--- src/rtl/sfilt_pkg.sv ---
// ============================================================================
// Module : sfilt_pkg
// Brief  : Shared widths, filter command encodings and sequencer states.
// Rev    : 1.0
// ============================================================================
`default_nettype none

package sfilt_pkg;

    localparam int c_DATA_W  = 32;
    localparam int c_SHIFT_W = 7;

    localparam logic [1:0] CMD_FIRST = 2'd0;
    localparam logic [1:0] CMD_MAC   = 2'd1;
    localparam logic [1:0] CMD_SHIFT = 2'd2;
    localparam logic [1:0] CMD_OUT   = 2'd3;

    typedef enum logic [2:0] {
        ST_IDLE  = 3'd0,
        ST_FIRST = 3'd1,
        ST_MAC   = 3'd2,
        ST_SHIFT = 3'd3,
        ST_OUT   = 3'd4
    } state_t;

endpackage

`default_nettype wire

--- src/rtl/sfilt_dline.sv ---
// ============================================================================
// Module : sfilt_dline
// Brief  : NTAPS-deep circular sample delay line with x(k) = buf[wp-k] read.
// Rev    : 1.0
// ============================================================================
`default_nettype none

module sfilt_dline
    import sfilt_pkg::*;
#(
    parameter int NTAPS = 8,
    parameter int AW    = 3
) (
    input  logic                clk,
    input  logic                rst,
    input  logic                we,
    input  logic [c_DATA_W-1:0] wdata,
    input  logic                adv,
    input  logic                clr,
    input  logic [AW-1:0]       rd_k,
    output logic [c_DATA_W-1:0] rd_data
);

    logic [c_DATA_W-1:0] r_buf [NTAPS];
    logic [AW-1:0]       r_wp;
    logic [AW-1:0]       w_rd_idx;
    logic [AW:0]         w_wp_ext;
    logic [AW:0]         w_k_ext;

    assign w_wp_ext = {1'b0, r_wp};
    assign w_k_ext  = {1'b0, rd_k};

    // Modular subtraction that also works when NTAPS is not a power of two.
    assign w_rd_idx = (r_wp >= rd_k) ? AW'(w_wp_ext - w_k_ext)
                                     : AW'(w_wp_ext + (AW+1)'(NTAPS) - w_k_ext);
    assign rd_data  = r_buf[w_rd_idx];

    always_ff @(posedge clk) begin
        if (rst || clr) begin
            for (int i = 0; i < NTAPS; i++) begin
                r_buf[i] <= '0;
            end
            r_wp <= '0;
        end else begin
            if (we) begin
                r_buf[r_wp] <= wdata;
            end
            if (adv) begin
                r_wp <= (r_wp == AW'(NTAPS - 1)) ? '0 : r_wp + AW'(1);
            end
        end
    end

endmodule

`default_nettype wire

--- src/rtl/sfilt_seq.sv ---
// ============================================================================
// Module : sfilt_seq
// Brief  : FIR command sequencer feeding the serial filter's push interface.
// Rev    : 1.0
// ============================================================================
`default_nettype none

module sfilt_seq
    import sfilt_pkg::*;
#(
    parameter int NTAPS = 8,
    parameter int AW    = (NTAPS > 1) ? $clog2(NTAPS) : 1
) (
    input  logic                        clk,
    input  logic                        rst,
    input  logic                        s_valid,
    output logic                        s_ready,
    input  logic signed [c_DATA_W-1:0]  s_data,
    input  logic                        cfg_we,
    input  logic [AW-1:0]               cfg_addr,
    input  logic signed [c_DATA_W-1:0]  cfg_data,
    input  logic [c_SHIFT_W-1:0]        cfg_shift,
    output logic                        cfg_err,
    input  logic                        clear,
    output logic                        f_pushin,
    output logic [1:0]                  f_cmd,
    output logic [c_DATA_W-1:0]         f_q,
    output logic [c_DATA_W-1:0]         f_h,
    output logic                        busy
);

    state_t                 r_state;
    state_t                 w_state_nxt;
    logic [AW-1:0]          r_k;
    logic [AW-1:0]          w_k_nxt;
    logic [c_SHIFT_W-1:0]   r_shift;
    logic [c_DATA_W-1:0]    r_coef [NTAPS];

    logic                   w_idle;
    logic                   w_accept;
    logic                   w_cfg_ok;
    logic                   w_dl_adv;
    logic                   w_dl_clr;
    logic [c_DATA_W-1:0]    w_x;
    logic [c_DATA_W-1:0]    w_coef0;

    logic                   w_push_nxt;
    logic [1:0]             w_cmd_nxt;
    logic [c_DATA_W-1:0]    w_q_nxt;
    logic [c_DATA_W-1:0]    w_h_nxt;

    assign w_idle   = (r_state == ST_IDLE);
    assign s_ready  = (w_idle && !clear) || (r_state == ST_OUT);
    assign w_accept = s_valid && s_ready;
    assign busy     = !w_idle;
    assign w_cfg_ok = cfg_we && w_idle && ({1'b0, cfg_addr} < (AW+1)'(NTAPS));
    assign w_dl_adv = (r_state == ST_SHIFT);
    assign w_dl_clr = clear && w_idle;

    // Tap 0 is registered on the write edge itself, so forward a same-cycle write.
    assign w_coef0  = (w_cfg_ok && (cfg_addr == '0)) ? cfg_data : r_coef[0];

    sfilt_dline #(
        .NTAPS (NTAPS),
        .AW    (AW)
    ) u_dline (
        .clk     (clk),
        .rst     (rst),
        .we      (w_accept),
        .wdata   (s_data),
        .adv     (w_dl_adv),
        .clr     (w_dl_clr),
        .rd_k    (w_k_nxt),
        .rd_data (w_x)
    );

    always_ff @(posedge clk) begin
        if (rst) begin
            r_state <= ST_IDLE;
            r_k     <= '0;
        end else begin
            r_state <= w_state_nxt;
            r_k     <= w_k_nxt;
        end
    end

    always_comb begin
        w_state_nxt = r_state;
        w_k_nxt     = r_k;
        w_push_nxt  = 1'b0;
        w_cmd_nxt   = f_cmd;
        w_q_nxt     = f_q;
        w_h_nxt     = f_h;

        case (r_state)
            ST_IDLE: begin
                if (w_accept) begin
                    w_state_nxt = ST_FIRST;
                    w_k_nxt     = '0;
                end
            end
            ST_FIRST: begin
                w_state_nxt = (NTAPS == 1) ? ST_SHIFT : ST_MAC;
                w_k_nxt     = AW'(1);
            end
            ST_MAC: begin
                if (r_k == AW'(NTAPS - 1)) begin
                    w_state_nxt = ST_SHIFT;
                end else begin
                    w_k_nxt = r_k + AW'(1);
                end
            end
            ST_SHIFT: begin
                w_state_nxt = ST_OUT;
            end
            ST_OUT: begin
                if (w_accept) begin
                    w_state_nxt = ST_FIRST;
                    w_k_nxt     = '0;
                end else begin
                    w_state_nxt = ST_IDLE;
                end
            end
            default: begin
                w_state_nxt = ST_IDLE;
            end
        endcase

        // Outputs are registered, so they encode the push of the state being entered.
        case (w_state_nxt)
            ST_FIRST: begin
                w_push_nxt = 1'b1;
                w_cmd_nxt  = CMD_FIRST;
                w_q_nxt    = s_data;
                w_h_nxt    = w_coef0;
            end
            ST_MAC: begin
                w_push_nxt = 1'b1;
                w_cmd_nxt  = CMD_MAC;
                w_q_nxt    = w_x;
                w_h_nxt    = r_coef[w_k_nxt];
            end
            ST_SHIFT: begin
                w_push_nxt = 1'b1;
                w_cmd_nxt  = CMD_SHIFT;
                w_q_nxt    = '0;
                w_h_nxt    = {{(c_DATA_W - c_SHIFT_W){1'b0}}, r_shift};
            end
            ST_OUT: begin
                w_push_nxt = 1'b1;
                w_cmd_nxt  = CMD_OUT;
                w_q_nxt    = '0;
                w_h_nxt    = '0;
            end
            default: begin
                w_push_nxt = 1'b0;
            end
        endcase
    end

    always_ff @(posedge clk) begin
        if (rst) begin
            f_pushin <= 1'b0;
            f_cmd    <= '0;
            f_q      <= '0;
            f_h      <= '0;
        end else begin
            f_pushin <= w_push_nxt;
            f_cmd    <= w_cmd_nxt;
            f_q      <= w_q_nxt;
            f_h      <= w_h_nxt;
        end
    end

    always_ff @(posedge clk) begin
        if (rst) begin
            for (int i = 0; i < NTAPS; i++) begin
                r_coef[i] <= '0;
            end
            r_shift <= '0;
            cfg_err <= 1'b0;
        end else begin
            if (w_cfg_ok) begin
                r_coef[cfg_addr] <= cfg_data;
            end
            if (w_accept) begin
                r_shift <= cfg_shift;
            end
            cfg_err <= cfg_we && !w_idle;
        end
    end

endmodule

`default_nettype wire
--- config.mk ---
export PLATFORM = sky130hd
export DESIGN_NAME = sfilt_seq
export DESIGN_NICKNAME = d
export VERILOG_FILES = /design/src/rtl/sfilt_pkg.sv /design/src/rtl/sfilt_dline.sv /design/src/rtl/sfilt_seq.sv
export SDC_FILE = /design/constraint.sdc
export NUM_CORES = 1
export LEC_CHECK = 0
export ABC_AREA = 0
export CAP_MARGIN = 20
export CORE_MARGIN = 1.5
export CORE_UTILIZATION = 54
export CTS_CLUSTER_DIAMETER = 100
export DETAILED_ROUTE_END_ITERATION = 8
export PLACE_DENSITY = 0.84
export SKIP_CTS_REPAIR_TIMING = 1
export SLEW_MARGIN = 20
export SYNTH_ARGS = -nofsm -noshare
export SYNTH_HDL_FRONTEND = slang
export SYNTH_SLANG_ARGS = --single-unit
--- constraint.sdc ---
create_clock -name clk -period 4.8 [get_ports clk]
set_input_delay 0.96 -clock clk [delete_from_list [all_inputs] [get_ports clk]]
set_output_delay 0.96 -clock clk [all_outputs]
set_load 0.05 [all_outputs]
==> results of run 1 <==
-- Yosys cell counts, types with 32 or more instances --
| library cell | instances |
|---|---|
| sky130_fd_sc_hd__and2_1 | 515 |
| sky130_fd_sc_hd__edfxtp_1 | 512 |
| sky130_fd_sc_hd__nand2_1 | 158 |
| sky130_fd_sc_hd__clkbuf_1 | 137 |
| sky130_fd_sc_hd__o21ai_0 | 92 |
| sky130_fd_sc_hd__dfxtp_1 | 84 |
| sky130_fd_sc_hd__a21oi_1 | 67 |
| sky130_fd_sc_hd__mux4_2 | 64 |
| sky130_fd_sc_hd__nor2_1 | 56 |
| sky130_fd_sc_hd__inv_1 | 55 |
| sky130_fd_sc_hd__mux2i_1 | 54 |
| sky130_fd_sc_hd__a31oi_1 | 52 |
| sky130_fd_sc_hd__a311oi_1 | 50 |
| sky130_fd_sc_hd__and3_1 | 39 |
| sky130_fd_sc_hd__a211oi_1 | 32 |
| sky130_fd_sc_hd__a21boi_0 | 32 |
-- worst max-delay path: cells and delay by family, from the launching register on --
family / cells / cell delay (ns)
AO/OA/AOI/OAI: 5 / 1.41
adder cells (fa/ha/maj): 2 / 0.52
AND/OR/NAND/NOR: 1 / 0.61
flip-flops: 1 / 0.67
buffers and inverters: 2 / 0.39
XOR/XNOR: 2 / 0.48
-- metal layers --
metal | vias to the layer above | wire [µm]
met2 | 1289 | 36400
met5 | - | 75
met4 | 12 | 2690
met1 | 9477 | 26800
met3 | 257 | 8710
li1 | 8255 | -
-- worst max path at each step --
stage,endpoint,slack (ns)
after floorplan,u_dline.r_buf[5][0]$_SDFFCE_PN0P_,0.07
after global placement,f_q[13]$_SDFFE_PP0P_,0.27
after detailed placement,f_q[20]$_SDFFE_PP0P_,0.09
after CTS,f_q[17]$_SDFFE_PP0P_,0.66
after global routing,f_q[27]$_SDFFE_PP0P_,0.51
final,f_q[26]$_SDFFE_PP0P_,0.60
-- power by group --
group          internal, mW  switching (mW)  total (mW)  leakage [nW]
sequential             5.91           0.135        6.05          6.17
combinational         0.561           0.954        1.52          4.81
clock                  2.96            2.03        5.00          1.04
-- cell type report --
class / count / area [µm²] / share of cell area
clock inverter: 36 / 469 / 0.0146
antenna: 5 / 12.5 / 0.000390
inverter: 57 / 214 / 0.00667
tap: 672 / 841 / 0.0262
timing repair buffer: 212 / 2090 / 0.0653
sequential: 596 / 17100 / 0.532
clock buffer: 77 / 1650 / 0.0513
multi-input combinational: 1381 / 9750 / 0.304
-- cells by family after synthesis --
logic type      share of synthesized area
compound gates                     0.0936
buf+inv                            0.0332
mux                                0.0749
simple gates                        0.174
flops                               0.620
xor+xnor                          0.00127
fa+ha+maj                         0.00255
-- through the flow --
step                std cells  power (mW)   util
floorplan                2203        7.03      -
detailed placement       2918        7.63  0.597
finish                   3036        12.6  0.640
CTS                      3031        12.5  0.639
global placement         2918        7.57  0.597
global route             3035        12.9  0.639
-- sequential cells by signal (all words and copies together) (netlist names), named ones only --
signal         cells
f_h               32
f_q               32
r_shift            7
u_dline.r_buf    256
f_pushin           1
r_coef           256
r_k                1
f_cmd              2
u_dline.r_wp       3
cfg_err            1
r_state            3
==> flow_results.org, run 1 <==
** Placement
- Placed standard-cell area :: 30000 µm²
- Port buffering added 148 buffers.
- Timing analysis after detailed placement gives a worst setup slack of 0.0889 ns.
- The congestion estimate from routability-driven global placement came to 0.889.
- Once detailed placement completed, the half-perimeter wirelength came to 41000 µm.

** Critical path
- Required time at the endpoint of the critical path :: 5.33 ns
- Critical Path Source :: r_state[0]$_SDFF_PP0_
- For this run, the slowest stage of the critical path takes 0.67 ns.
- The signal on the critical path passes through xnor2_1, o32a_1, a221oi_4, inv_2, ha_4, fa_2, xnor2_1, or3_2, buf_4, a21boi_0, o21ai_0, a211oi_1.
- For the worst flop-to-flop path, the logic depth is 12.
- Slowest stage cell, crit path :: sky130_fd_sc_hd__dfxtp_1
- The most numerous cell type found on the critical path is sky130_fd_sc_hd__xnor2_1.
- Of all nets on the critical path, the largest fanout is 30.
- Worst flop-to-flop path endpoint :: f_q[26]$_SDFFE_PP0P_
- The worst register-to-register path has a setup slack of 0.60 ns.
- Type of element capturing the critical path :: flip-flop
- Critical path launch point type :: flip-flop
- The startpoint identified for the worst register-to-register timing path is r_state[0]$_SDFF_PP0_.
- Category of the most critical setup path :: flip-flop to flip-flop
- Critical path data arrival time :: 4.73 ns

** Synthesis
- Synth area leaders :: sky130_fd_sc_hd__edfxtp_1 (56%), sky130_fd_sc_hd__and2_1 (12%), sky130_fd_sc_hd__dfxtp_1 (6.1%)
- For this run, asynchronously set or reset flops after synthesis account for 0.
- Yosys mapped a number of flops with a built-in enable equal to 512.
- Yosys warning total :: 0
- Number of library cell types mapped by synthesis :: 58
- Summing every instance area after synthesis gives 27500 µm².
- A synthesized cell averages 12.5 µm².
- When the netlist entered floorplanning its net count stood at 2287.
- For this run, the leading register cell type out of synthesis is sky130_fd_sc_hd__edfxtp_1.
- Synthesis produced 2203 cells.
- Yosys top cell area share :: 0.559
- Synth Register Bits :: 596
- Cell type with the highest aggregate area in the netlist :: sky130_fd_sc_hd__edfxtp_1
- Of the synthesized area, sequential elements account for 0.620.

** Global route
- The first global-routing pass estimated 114000 µm of wire.
- Met3 Resource Use GR :: 0.0720
- For this run, the total global-route usage over all layers was measured as 0.283.
- Initial antenna violation count :: 11
- Congestion Overflow GR :: 0
- Busiest metal layer after global routing :: met2
- For this run, global-route usage on met1 was measured as 0.353.
- Vias in the first global route :: 19700
- Maximum number of pins on one net before global-route repair :: 69
- Met2 track demand over resource in global routing :: 0.469

** Floorplanning
- Number of rows created at floorplan :: 82
- DIE WIDTH :: 229 µm
- In this run the vertical extent of the chip is 229 µm.
- IO Pins :: 149
- For this configuration, the core starts out at a cell density of 0.548.
- Die Outline Area :: 52300 µm²
- In this run the standard cell core region covers 50200 µm².

** Drt
- DR vias :: 19300
- Number of DRC violations after detailed-routing iteration 0 :: 2424
- The detail route stage leaves a number of antenna-violating nets equal to 0.
- For this run, design rule violations remaining after detail routing come to 0.
- Average wire per cell in the routed design :: 24.6 µm
- First-pass detailed-route iteration total :: 8
- The routed design has 74700 µm of wire.
- Via density per instance :: 6.35

** Min path
- Hold Path Stages :: 2
- The worst hold path belongs to the class flip-flop to flip-flop.
- Hold wc startpoint :: r_shift[6]$_SDFFE_PP0P_
- End point of the most critical hold path :: r_shift[6]$_SDFFE_PP0P_

** Timing
- The tightest hold path in the finished design has a slack of 0.458 ns.
- Hold violation total from the final report :: 0
- After routing, the total negative slack on setup checks comes to 0 ns.
- Final count of negative-setup-slack endpoints :: 0
- The routed design could run at a clock period as short as 4.20 ns.
- Share of the clock period used by the worst path after layout :: 0.875
- Transition at the pin with the smallest max-transition slack :: 1.14 ns
- For the final database, setup skew stands at 0.0442 ns.
- Count of final max-slew check failures :: 0
- Maximum clock frequency :: 238 MHz
- Setup slack closes at 0.601 ns.
- Setup repair after global routing missed its margin :: false
- Worst-case headroom to the max-slew limit :: 0.243

** Finish
- Of the cells placed in the final design, the portion with a size suffix greater than 1 is 0.121.
- Final standard cell area without fillers :: 32100 µm²
- Compared with the post-synthesis result, the final layout area differs by 16.6%.
- Fillers :: 3440
- The final layout contains 2392 nets.
- Most common cell after layout, fill and taps aside :: sky130_fd_sc_hd__and2_1
- In the layout the commonest cells are sky130_fd_sc_hd__and2_1 (515), sky130_fd_sc_hd__edfxtp_1 (512), sky130_fd_sc_hd__nand2_1 (158).

** Status
- Run status :: finished clean

** Power and ir drop
- Power spread over the standard cell area amounts to 391 nW/µm².
- Max VDD drop :: 329 µV
- In this run the static leakage power is 12.0 nW.

** Clocking
- TritonCTS built the clock tree.
- Root Buffer Master :: sky130_fd_sc_hd__clkbuf_16
- Largest buffer count on any clock path :: 3
- TritonCTS created 60 clock buffers.
- Clock latency on the worst-skew pair, taken at its later pin, is 0.65 ns.
- Clock Sink Count :: 596
- Clock-pin slew reported for the worst setup and hold paths after clock tree synthesis :: 0.06 ns
- CTS H-Tree Depth :: 2

** Job
- Across the run, the number of max-cap violations was 0.
(Power assumes the default switching activity.)
==> run 2, diff against run 1 <==
--- a/config.mk
+++ b/config.mk
@@ -10,6 +10,7 @@
 export CORE_MARGIN = 1.5
 export CORE_UTILIZATION = 54
 export CTS_CLUSTER_DIAMETER = 100
+export CTS_CLUSTER_SIZE = 14
 export DETAILED_ROUTE_END_ITERATION = 8
 export PLACE_DENSITY = 0.84
 export SKIP_CTS_REPAIR_TIMING = 1
==> constraint.sdc (replaced) <==
create_clock -name clk -period 3.55 [get_ports clk]
set_input_delay 0.71 -clock clk [delete_from_list [all_inputs] [get_ports clk]]
set_output_delay 0.71 -clock clk [all_outputs]
set_load 0.05 [all_outputs]
==> run 2 against run 1 <==
Net effect: power up 23%; setup slack worse by 0.44 ns; routed wire length about the same; via count down 0.36%; clock skew down 0.020 ns; sequential share of layout area up 0.098 points; non-clock buffer count up 44.
==> flow_results.org, run 2 (synthesized netlist as in run 1, its figures left out) <==
** Power and ir drop
- Max VDD drop :: 498 µV
- Switching power as a share of total power :: 0.258
- The share of total power dissipated in combinational logic is 0.142.
- The share of total power dissipated in sequential elements is 0.529.
- Areal power density over the cells :: 482 nW/µm²
- The share of total power dissipated in the clock network is 0.330.
- The internal portion of the total power is 11.5 mW.
- In this run the static leakage power is 12.0 nW.
- Net Sw Power :: 3.99 mW

** Finish
- Most used cells in the layout excluding fill and tap cells :: sky130_fd_sc_hd__and2_1 (515), sky130_fd_sc_hd__edfxtp_1 (512), sky130_fd_sc_hd__nand2_1 (158)
- Final net count :: 2424
- Excluding fillers, the count of instances in the completed layout stands at 3053.
- In the final layout, the share of cells above drive strength 1 is 0.121.
- Most common cell after layout, fill and taps aside :: sky130_fd_sc_hd__and2_1
- Registers with the highest flip-flop counts :: r_coef (256), u_dline.r_buf (256)
- Area added between synthesis and finish :: 16.4%

** Critical path
- The slowest stage of the critical path belongs to the cell sky130_fd_sc_hd__fa_2.
- Worst flop-to-flop path endpoint :: f_q[27]$_SDFFE_PP0P_
- Register-to-Register Path Depth :: 13
- Walking the worst path, the cells encountered are ha_2, and2_1, xnor2_1, a221oi_4, inv_2, ha_4, fa_2, buf_4, buf_12, mux4_2, and3_1, o21ai_1, a211oi_1.
- At the worst endpoint, the arrival time is 3.87 ns.
- Required time at the endpoint of the critical path :: 4.03 ns
- Slowest cell delay on critical path :: 0.65 ns
- The worst setup path is launched from a flip-flop.
- Reg-to-Reg Start :: r_k[0]$_SDFF_PP0_
- Largest delay share family, worst path :: adder cells
- Biggest fanout along the worst timing path :: 20
- Register-to-register setup slack :: 0.16 ns
- The setup path with the least slack is of type flip-flop to flip-flop.
- Type of element capturing the critical path :: flip-flop
- Number of buffer and inverter instances along the worst setup path :: 3

** Clocking
- TritonCTS built the clock tree.
- Clock Sink Count :: 596
- In this run, CTS created clock tree buffers numbering 48.
- The root buffer cell chosen for the clock tree is sky130_fd_sc_hd__clkbuf_16.
- Largest buffer count on any clock path :: 3
- Clock-pin slew reported for the worst setup and hold paths after clock tree synthesis :: 0.07 ns
- The later pin in the worst-skew pair is clocked with a latency of 0.61 ns.
- CTS built an H-tree with a depth of 2.

** Placement
- IO buf count :: 148
- Half-perimeter wire length of the detailed placement result :: 43500 µm
- Weighted congestion at the end of routability-driven global placement :: 0.873
- Prior to clock tree synthesis, the placed netlist has a worst setup slack of -0.621 ns.
- Placed Cells :: 2956

** Min path
- Hold wc startpoint :: r_shift[5]$_SDFFE_PP0P_
- Along the worst hold path, the cell count comes to 2.
- HP Class :: flip-flop to flip-flop
- For hold timing, the worst endpoint is r_shift[5]$_SDFFE_PP0P_.

** Global route
- The initial antenna violation count is 5.
- Congestion Overflow GR :: 0
- Maximum number of pins on one net before global-route repair :: 106
- Global-route wire length before repair :: 113000 µm
- Vias in the first global route :: 19400
- In the global route stage, overall resource usage came out at 0.282.

** Floorplanning
- IO Pins :: 149
- Starting utilization of the core area :: 0.548
- The die covers 52300 µm².
- Measured along the x axis, the die boundary spans 229 µm.
- Vertical die dimension :: 229 µm
- After floorplanning, the core was sized to cover 50200 µm².
- Number of rows created at floorplan :: 82

** Timing
- Share of the clock period used by the worst path after layout :: 0.955
- Crit path time final :: 3.39 ns
- For the final database, setup skew stands at 0.0243 ns.
- Final Hold Slack :: 0.465 ns
- Setup repair after global routing missed its margin :: false
- The max-slew violation count is 0.
- Post-route setup slack :: 0.158 ns
- Final count of negative-setup-slack endpoints :: 0
- Maximum clock frequency :: 295 MHz
- For the pin with the worst max-slew slack, the measured transition is 0.859 ns.
- In this run the tightest slew margin relative to its limit is 0.427.
- Hold violation total from the final report :: 0

** Status
- The run finished with clean final reports.

** Drt
- Antenna violation net count after detailed routing :: 0
- Average wire per cell in the routed design :: 24.5 µm
- Number of DRC violations after detailed-routing iteration 0 :: 2519
- DR vias :: 19200
- Via density per instance :: 6.30
- For this run, design rule violations remaining after detail routing come to 0.
- First-pass detailed-route iteration total :: 6
- Final Routed Wirelength :: 74700 µm

** Job
- Across the run, the number of max-cap violations was 0.
## run 2: worst max path at each step
stage	cells after the start	to	slack (ns)	start
3_3_place_gp	13	f_q[7]$_SDFFE_PP0P_	-0.56	clear
2_1_floorplan	16	f_q[0]$_SDFFE_PP0P_	-0.27	clear
3_5_place_dp	13	f_q[4]$_SDFFE_PP0P_	-0.62	clear
6_report	13	f_q[27]$_SDFFE_PP0P_	0.16	r_k[0]$_SDFF_PP0_
4_1_cts	13	f_q[5]$_SDFFE_PP0P_	-0.02	clear
5_1_grt	13	f_q[26]$_SDFFE_PP0P_	0.01	r_k[0]$_SDFF_PP0_
## run 2: power by group through the flow
stage          logic [mW]  registers, mW  clock network, mW
6_report             2.19           8.17               5.09
5_1_grt              2.30           8.19               5.37
4_1_cts              2.13           8.16               5.13
3_5_place_dp         2.12           8.31                  0
3_3_place_gp         2.05           8.28                  0
2_1_floorplan        1.08           8.50                  0
## run 2: per-layer routing
layer  wire (µm)  share of wire  GRT usage
met1       27100           0.36      0.355
met2       36900           0.49      0.476
met3        7760           0.10     0.0595
met4        2870          0.038      0.117
met5          27        0.00036          0
## run 2: area by class of cell
cell class	instances	area [µm²]
antenna	3	7.51
clock inverter	4	48.8
sequential	596	17100
inverter	57	214
multi-input combinational	1381	9740
clock buffer	84	1360
timing repair buffer	256	2760
fill	3517	18100
tap	672	841
## run 2: worst reg2reg max path, delay by kind of cell (launching register included)
family	cells	cell delay, ns
and+or+nand+nor	2	0.42
muxes	1	0.30
DFF	1	0.43
AOI/OAI and AO/OA	3	0.52
adders and majority gates	3	1.07
buffers and inverters	3	0.41
xor gates and xnor gates	1	0.13
## run 2: per-stage QoR
stage	area [µm²]	utilization	power, mW	TNS (ns)
after floorplan	27700	-	9.57	-8.04
after global placement	30500	0.608	10.3	-20.63
after detailed placement	30500	0.608	10.4	-19.10
after CTS	31900	0.636	15.4	-0.0317
after global routing	32000	0.638	15.9	0
final	32000	0.638	15.5	0
